<file path="src/rtl/lsu_dcache_arb.sv">
// lsu_dcache_arb
//   Shares the single LSU->dcache request/response port between two
//   requesters: r0 (load/store queue, full load/store requests) and r1
//   (page-table walker, load-only, word size, unsigned).
//   Requests are granted round-robin and every accepted request is recorded
//   in an in-order outstanding FIFO. The dcache answers exactly once per
//   accepted request, in order, so the FIFO head says where each response
//   goes.
//
// Ports
//   clk, rstn              clock, asynchronous active-low reset
//   flush                  pipeline flush (masks r0, marks r0 entries dropped)
//   r0_req_*               LSQ request channel (valid/ready + fields)
//   r1_req_*               PTW request channel (valid/ready + address)
//   req_*                  request channel to the dcache
//   resp_*                 response channel from the dcache
//   r0_resp_*              response channel back to the LSQ
//   r1_resp_*              response channel back to the PTW
//   err_o                  sticky protocol error
module lsu_dcache_arb #(
  parameter int VIRTUAL_ADDR_LEN   = 32,
  parameter int XLEN               = 32,
  parameter int LSU_LSQ_SIZE_WIDTH = 2,
  parameter int OUTST_DEPTH        = 4,
  parameter int OUTST_WIDTH        = 2
) (
  input  logic                          clk,
  input  logic                          rstn,
  input  logic                          flush,

  input  logic                          r0_req_valid_i,
  output logic                          r0_req_ready_o,
  input  logic                          r0_req_opcode_i,
  input  logic                          r0_req_sign_i,
  input  logic [1:0]                    r0_req_size_i,
  input  logic [VIRTUAL_ADDR_LEN-1:0]   r0_req_addr_i,
  input  logic [XLEN-1:0]               r0_req_data_i,
  input  logic [LSU_LSQ_SIZE_WIDTH-1:0] r0_req_lsq_index_i,

  input  logic                          r1_req_valid_i,
  output logic                          r1_req_ready_o,
  input  logic [VIRTUAL_ADDR_LEN-1:0]   r1_req_addr_i,

  output logic                          req_valid_o,
  input  logic                          req_ready_i,
  output logic                          req_opcode_o,
  output logic                          req_sign_o,
  output logic [1:0]                    req_size_o,
  output logic [VIRTUAL_ADDR_LEN-1:0]   req_addr_o,
  output logic [XLEN-1:0]               req_data_o,
  output logic [LSU_LSQ_SIZE_WIDTH-1:0] req_lsq_index_o,

  input  logic                          resp_valid_i,
  output logic                          resp_ready_o,
  input  logic [LSU_LSQ_SIZE_WIDTH-1:0] resp_lsq_index_i,
  input  logic [XLEN-1:0]               resp_data_i,

  output logic                          r0_resp_valid_o,
  input  logic                          r0_resp_ready_i,
  output logic [LSU_LSQ_SIZE_WIDTH-1:0] r0_resp_lsq_index_o,
  output logic [XLEN-1:0]               r0_resp_data_o,

  output logic                          r1_resp_valid_o,
  input  logic                          r1_resp_ready_i,
  output logic [XLEN-1:0]               r1_resp_data_o,

  output logic                          err_o
);

  localparam logic [OUTST_WIDTH:0] DEPTH_CNT = (OUTST_WIDTH + 1)'(OUTST_DEPTH);

  typedef struct packed {
    logic                          src;
    logic                          drop;
    logic [LSU_LSQ_SIZE_WIDTH-1:0] lsq_index;
  } outst_entry_t;

  outst_entry_t                fifo_q [OUTST_DEPTH];
  logic [OUTST_WIDTH:0]        count_q;
  logic [OUTST_WIDTH-1:0]      rd_ptr_q;
  logic [OUTST_WIDTH-1:0]      wr_ptr_q;
  logic                        last_grant_q;
  logic                        lock_q;
  logic                        lock_src_q;
  logic                        err_q;

  logic                        full;
  logic                        empty;
  logic                        r0_elig;
  logic                        lock_eff;
  logic                        grant;
  logic                        accept;
  logic                        stall;
  logic                        pop;
  logic                        resp_err;
  outst_entry_t                head;
  outst_entry_t                push_entry;

  assign full  = (count_q == DEPTH_CNT);
  assign empty = (count_q == '0);
  assign head  = fifo_q[rd_ptr_q];

  // Arbitration. A flush removes r0 from contention and breaks a lock held
  // on r0; a lock on r1 survives the flush so the PTW request stays put.
  always_comb begin
    r0_elig  = r0_req_valid_i & ~flush;
    lock_eff = lock_q & ~(flush & ~lock_src_q);
    grant    = ~last_grant_q;
    if (lock_eff) begin
      grant = lock_src_q;
    end else if (r0_elig && r1_req_valid_i) begin
      grant = ~last_grant_q;
    end else if (r1_req_valid_i) begin
      grant = 1'b1;
    end else if (r0_elig) begin
      grant = 1'b0;
    end
  end

  // Request channel: the granted requester's fields drive the dcache. The
  // PTW always issues unsigned word loads with a zero tag.
  always_comb begin
    req_opcode_o    = 1'b0;
    req_sign_o      = 1'b0;
    req_size_o      = 2'b10;
    req_addr_o      = r1_req_addr_i;
    req_data_o      = '0;
    req_lsq_index_o = '0;
    if (!grant) begin
      req_opcode_o    = r0_req_opcode_i;
      req_sign_o      = r0_req_sign_i;
      req_size_o      = r0_req_size_i;
      req_addr_o      = r0_req_addr_i;
      req_data_o      = r0_req_data_i;
      req_lsq_index_o = r0_req_lsq_index_i;
    end
  end

  // Full is judged on the registered count only, so a same-cycle pop never
  // lets a new request in.
  assign req_valid_o    = rstn & ~full & (grant ? r1_req_valid_i : r0_elig);
  assign r0_req_ready_o = rstn & ~grant & ~flush & req_ready_i & ~full;
  assign r1_req_ready_o = rstn & grant & req_ready_i & ~full;
  assign accept         = req_valid_o & req_ready_i;
  assign stall          = req_valid_o & ~req_ready_i;

  always_comb begin
    push_entry           = '0;
    push_entry.src       = grant;
    push_entry.drop      = 1'b0;
    push_entry.lsq_index = grant ? '0 : r0_req_lsq_index_i;
  end

  // Response routing by FIFO head. Responses with nowhere to go (dropped
  // entry, or nothing outstanding) are swallowed so the dcache never stalls.
  always_comb begin
    resp_ready_o    = 1'b0;
    r0_resp_valid_o = 1'b0;
    r1_resp_valid_o = 1'b0;
    if (rstn) begin
      if (empty || head.drop) begin
        resp_ready_o = 1'b1;
      end else if (!head.src) begin
        r0_resp_valid_o = resp_valid_i;
        resp_ready_o    = r0_resp_ready_i;
      end else begin
        r1_resp_valid_o = resp_valid_i;
        resp_ready_o    = r1_resp_ready_i;
      end
    end
  end

  assign r0_resp_lsq_index_o = resp_lsq_index_i;
  assign r0_resp_data_o      = resp_data_i;
  assign r1_resp_data_o      = resp_data_i;

  assign pop      = resp_valid_i & resp_ready_o & ~empty;
  assign resp_err = resp_valid_i &
                    (empty | (~head.src & ~head.drop & (resp_lsq_index_i != head.lsq_index)));

  assign err_o = err_q;

  // Outstanding FIFO, arbitration history and sticky error. Flush marking
  // is written before the push so a slot being refilled takes the new entry.
  always_ff @(posedge clk or negedge rstn) begin
    if (!rstn) begin
      for (int i = 0; i < OUTST_DEPTH; i++) begin
        fifo_q[i] <= '0;
      end
      count_q      <= '0;
      rd_ptr_q     <= '0;
      wr_ptr_q     <= '0;
      last_grant_q <= 1'b1;
      lock_q       <= 1'b0;
      lock_src_q   <= 1'b0;
      err_q        <= 1'b0;
    end else begin
      if (flush) begin
        for (int i = 0; i < OUTST_DEPTH; i++) begin
          if (!fifo_q[i].src) begin
            fifo_q[i].drop <= 1'b1;
          end
        end
      end
      if (accept) begin
        fifo_q[wr_ptr_q] <= push_entry;
        wr_ptr_q         <= wr_ptr_q + 1'b1;
      end
      if (pop) begin
        rd_ptr_q <= rd_ptr_q + 1'b1;
      end
      case ({accept, pop})
        2'b10:   count_q <= count_q + 1'b1;
        2'b01:   count_q <= count_q - 1'b1;
        default: count_q <= count_q;
      endcase
      if (accept) begin
        last_grant_q <= grant;
        lock_q       <= 1'b0;
      end else if (stall) begin
        lock_q     <= 1'b1;
        lock_src_q <= grant;
      end else if (flush && !lock_src_q) begin
        lock_q <= 1'b0;
      end
      if (resp_err) begin
        err_q <= 1'b1;
      end
    end
  end

endmodule
</file>
<file path="config.mk">
export PLATFORM = sky130hd
export DESIGN_NAME = lsu_dcache_arb
export DESIGN_NICKNAME = d
export VERILOG_FILES = /design/src/rtl/lsu_dcache_arb.sv
export SDC_FILE = /design/constraint.sdc
export NUM_CORES = 1
export LEC_CHECK = 0
export CAP_MARGIN = 5
export CORE_AREA = 3 3 111 113
export CTS_CLUSTER_SIZE = 10
export DETAILED_ROUTE_END_ITERATION = 10
export DIE_AREA = 0 0 114 116
export PLACE_DENSITY = 0.79
export SLEW_MARGIN = 20
export SYNTH_ARGS = -nofsm -noshare
export SYNTH_HDL_FRONTEND = slang
export SYNTH_SLANG_ARGS = --single-unit
</file>
<file path="constraint.sdc">
create_clock -name clk -period 8.12 [get_ports clk]
set_input_delay 1.624 -clock clk [delete_from_list [all_inputs] [get_ports clk]]
set_output_delay 1.624 -clock clk [all_outputs]
set_load 0.01 [all_outputs]
</file>
==> summary.txt <==
Outcome
  – Outcome: finished clean

Critical path
  – CP cell instances: clkdlybuf4s50_1, nor2b_2, o21ai_0, o221ai_4, buf_12, mux2_2, clkdlybuf4s50_1
  – Crit path launch type: input port
  – Worst Path Buf+Inv: 3
  – Endpoint class of the critical path: output pin
  – R2R cell count: 11
  – Critical R2R Capture: count_q[2]
  – R2R setup slack: 5250 ps
  – Critical R2R Launch: count_q[0]
  – Crit Path Class: input port to output pin
  – CP max FO: 44
  – Crit path max-delay family: buffers and inverters
  – Critical Path RT: 6500 ps
  – Worst path arrival time: 4770 ps
  – CP max-delay cell: o221ai_4
  – Most used cell, CP: clkdlybuf4s50_1
  – CP max stage delay: 850 ps

Power and ir drop
  – Sw frac: 35.1%
  – Psw: 281 µW
  – Int Power: 518 µW
  – Flop pwr share: 27.2%
  – Clock share of power: 13.7%
  – VDD IR max: 0.106 mV
  – Static leakage: 0.00172 µW
  – Share of power burned in combinational logic: 59.1%
  – PD cells: 183 mW/mm²

Clocking
  – CTS Sinks: 27
  – Root buffer cell: clkbuf_16
  – Clk slew on worst S/H paths: 60 ps
  – Longest Clk Path Bufs: 2
  – Worst-skew pair later-pin latency: 260 ps
  – Resize count post-CTS: 0
  – H-tree levels: 1
  – # hold bufs at CTS: 0
  – CTS tree: yes
  – CTS buffer count: 3
  – Post CTS Setup Buffer Count: 0

Die
  – Full die area: 0.0132 mm²
  – Die Width: 114 µm
  – Core area: 0.0114 mm²
  – Die Span Y: 116 µm
  – Initial Util: 23.8%
  – # IOs: 288
  – Row count: 39

Final layout
  – Layout cells sized above 1: 13.8%
  – Layout fillers: 1139
  – FF+latch area: 677 µm²
  – P&R area growth vs syn: 60.2%
  – Layout net count: 566
  – Most frequent cells in the layout: clkdlybuf4s50_1 (191), and2_1 (38), mux2_2 (32)
  – Most common cell after layout, fill and taps aside: clkdlybuf4s50_1
  – Multi-input gate area: 0.00143 mm²

Route
  – Drt first pass iters: 4
  – Residual DRC: 0
  – Wire per inst: 17.6 µm
  – Vias per inst: 4.39
  – Post-DRT Antenna Nets: 0
  – Drt first-iter violations: 26
  – Vias: 2448
  – Routed WL: 9.85 mm

Synthesis
  – Post-synthesis sequential area ratio: 24.9%
  – Ys async rst share: 100%
  – Top cell type's share of synthesized area: 23.9%
  – Yosys top cell by area: dfrtp_1
  – Post-Syn Instances: 297
  – Synth warn: 0
  – Post-synth EDFFs: 0
  – Seq cells post-synth: 27
  – Synthesized area per cell: 9.16 µm²
  – Post-synth cell types: 45
  – Syn_nets: 448
  – Commonest register cell after synthesis: dfrtp_1
  – Synth top area cells: dfrtp_1 (24%), buf_4 (18%), mux2_2 (13%)
  – Mapped cell area: 0.00272 mm²

Timing
  – Final setup fails: 0
  – Clk_skew: 1.47 ps
  – Hold slack: 472 ps
  – Relative slew slack: 30.0%
  – Tcrit/Tclk final: 78.8%
  – RSZ-0062 raised after global routing: false
  – Max-slew violation count: 0
  – Slew of the pin with the lowest slew margin: 1050 ps
  – Final hold violation count: 0
  – Final setup TNS: 0 ps
  – F_max: 0.156 GHz
  – Final min period: 6400 ps

Min path
  – Worst hold path class: register to register
  – Hold path cells: 1
  – Hold path startpoint: err_o
  – Worst Hold End: err_o

Global route
  – Largest net degree at the start of global routing: 45
  – GR Overflow Total: 0
  – Total Routing Usage GR: 13.6%
  – Initial antenna violation count: 0
  – First-pass GRT wire length: 14.1 mm
  – Vias in the first global route: 2589

Placed design
  – Post-DP HPWL: 8.65 mm
  – Placer congestion estimate: 0.826
  – I/O Buffers: 191

Run
  – Max-Cap Viols: 0
-- area by class of cell --
cell class              instances  area share (%)
inverters                      13            1.12
flip-flops and latches         27            15.5
clock buffers                   3            1.72
repair buffers                193            44.5
well taps                     143            4.10
multi-input cells             177            32.9
diodes                          1          0.0574
clock inverters                 1           0.115
-- synthesized netlist by cell type (4+ instances only) --
master and n:
dfrtp_1 26, nor2b_1 4, buf_4 66, nand2_1 10, buf_2 5, mux2_2 32, o21ai_0 13, a22o_1 8
ha_1 5, a21oi_2 5, nand2b_1 4, inv_1 13, a21oi_1 14, nor2_1 4, mux4_2 4, and2_1 38
xnor2_1 4, clkbuf_1 4
-- registers in the layout (all words and copies together) (netlist names) --
register,cells
lock_q,1
fifo_q,16
err_o,1
last_grant_q,1
wr_ptr_q,2
count_q,3
lock_src_q,1
rd_ptr_q,2
-- power by group through the flow --
stage	combinational, µW	clock, µW	sequential [µW]
after global placement	463	0	216
after global routing	509	118	225
after detailed placement	476	0	220
after CTS	480	114	218
after floorplan	297	0	202
final	472	109	217
-- worst max path at each step --
stage	startpoint	to	cells after the start	slack, ps
5_1_grt	flush	req_addr_o[10]	7	1470
3_5_place_dp	flush	req_addr_o[10]	7	1720
6_report	flush	req_addr_o[10]	7	1720
4_1_cts	flush	req_addr_o[10]	7	1710
2_1_floorplan	flush	req_addr_o[0]	6	3530
3_3_place_gp	flush	req_addr_o[31]	7	1810
-- per-layer routing --
metal | global-route usage (%) | share of wire [%] | vias to the layer above
li1 | - | - | 1167
met1 | 15.2 | 35 | 1144
met2 | 25.7 | 55 | 131
met3 | 4.44 | 9.1 | 6
met4 | 1.98 | 0.60 | 0
met5 | 0 | 0 | -
-- cells by family after synthesis --
kind of cell | after synthesis | share of synthesized area, %
multiplexers | 38 | 17.3
XOR/XNOR | 8 | 2.85
adder cells (fa/ha/maj) | 6 | 3.03
buffers and inverters | 93 | 22.9
AND/OR/NAND/NOR | 76 | 16.8
AO/OA/AOI/OAI | 49 | 12.3
flip-flops | 27 | 24.9
-- metrics by stage --
stage               cells  setup WS, ps  total power [µW]  util (%)  instance area [µm²]
floorplan             297          3530               499         -                 2720
global placement      553          1810               678      37.5                 4280
detailed placement    553          1720               696      37.5                 4280
CTS                   557          1710               812      38.2                 4360
global route          557          1470               852      38.2                 4360
finish                558          1720               799      38.2                 4360
Note: power is estimated with default switching activity, not from simulation.
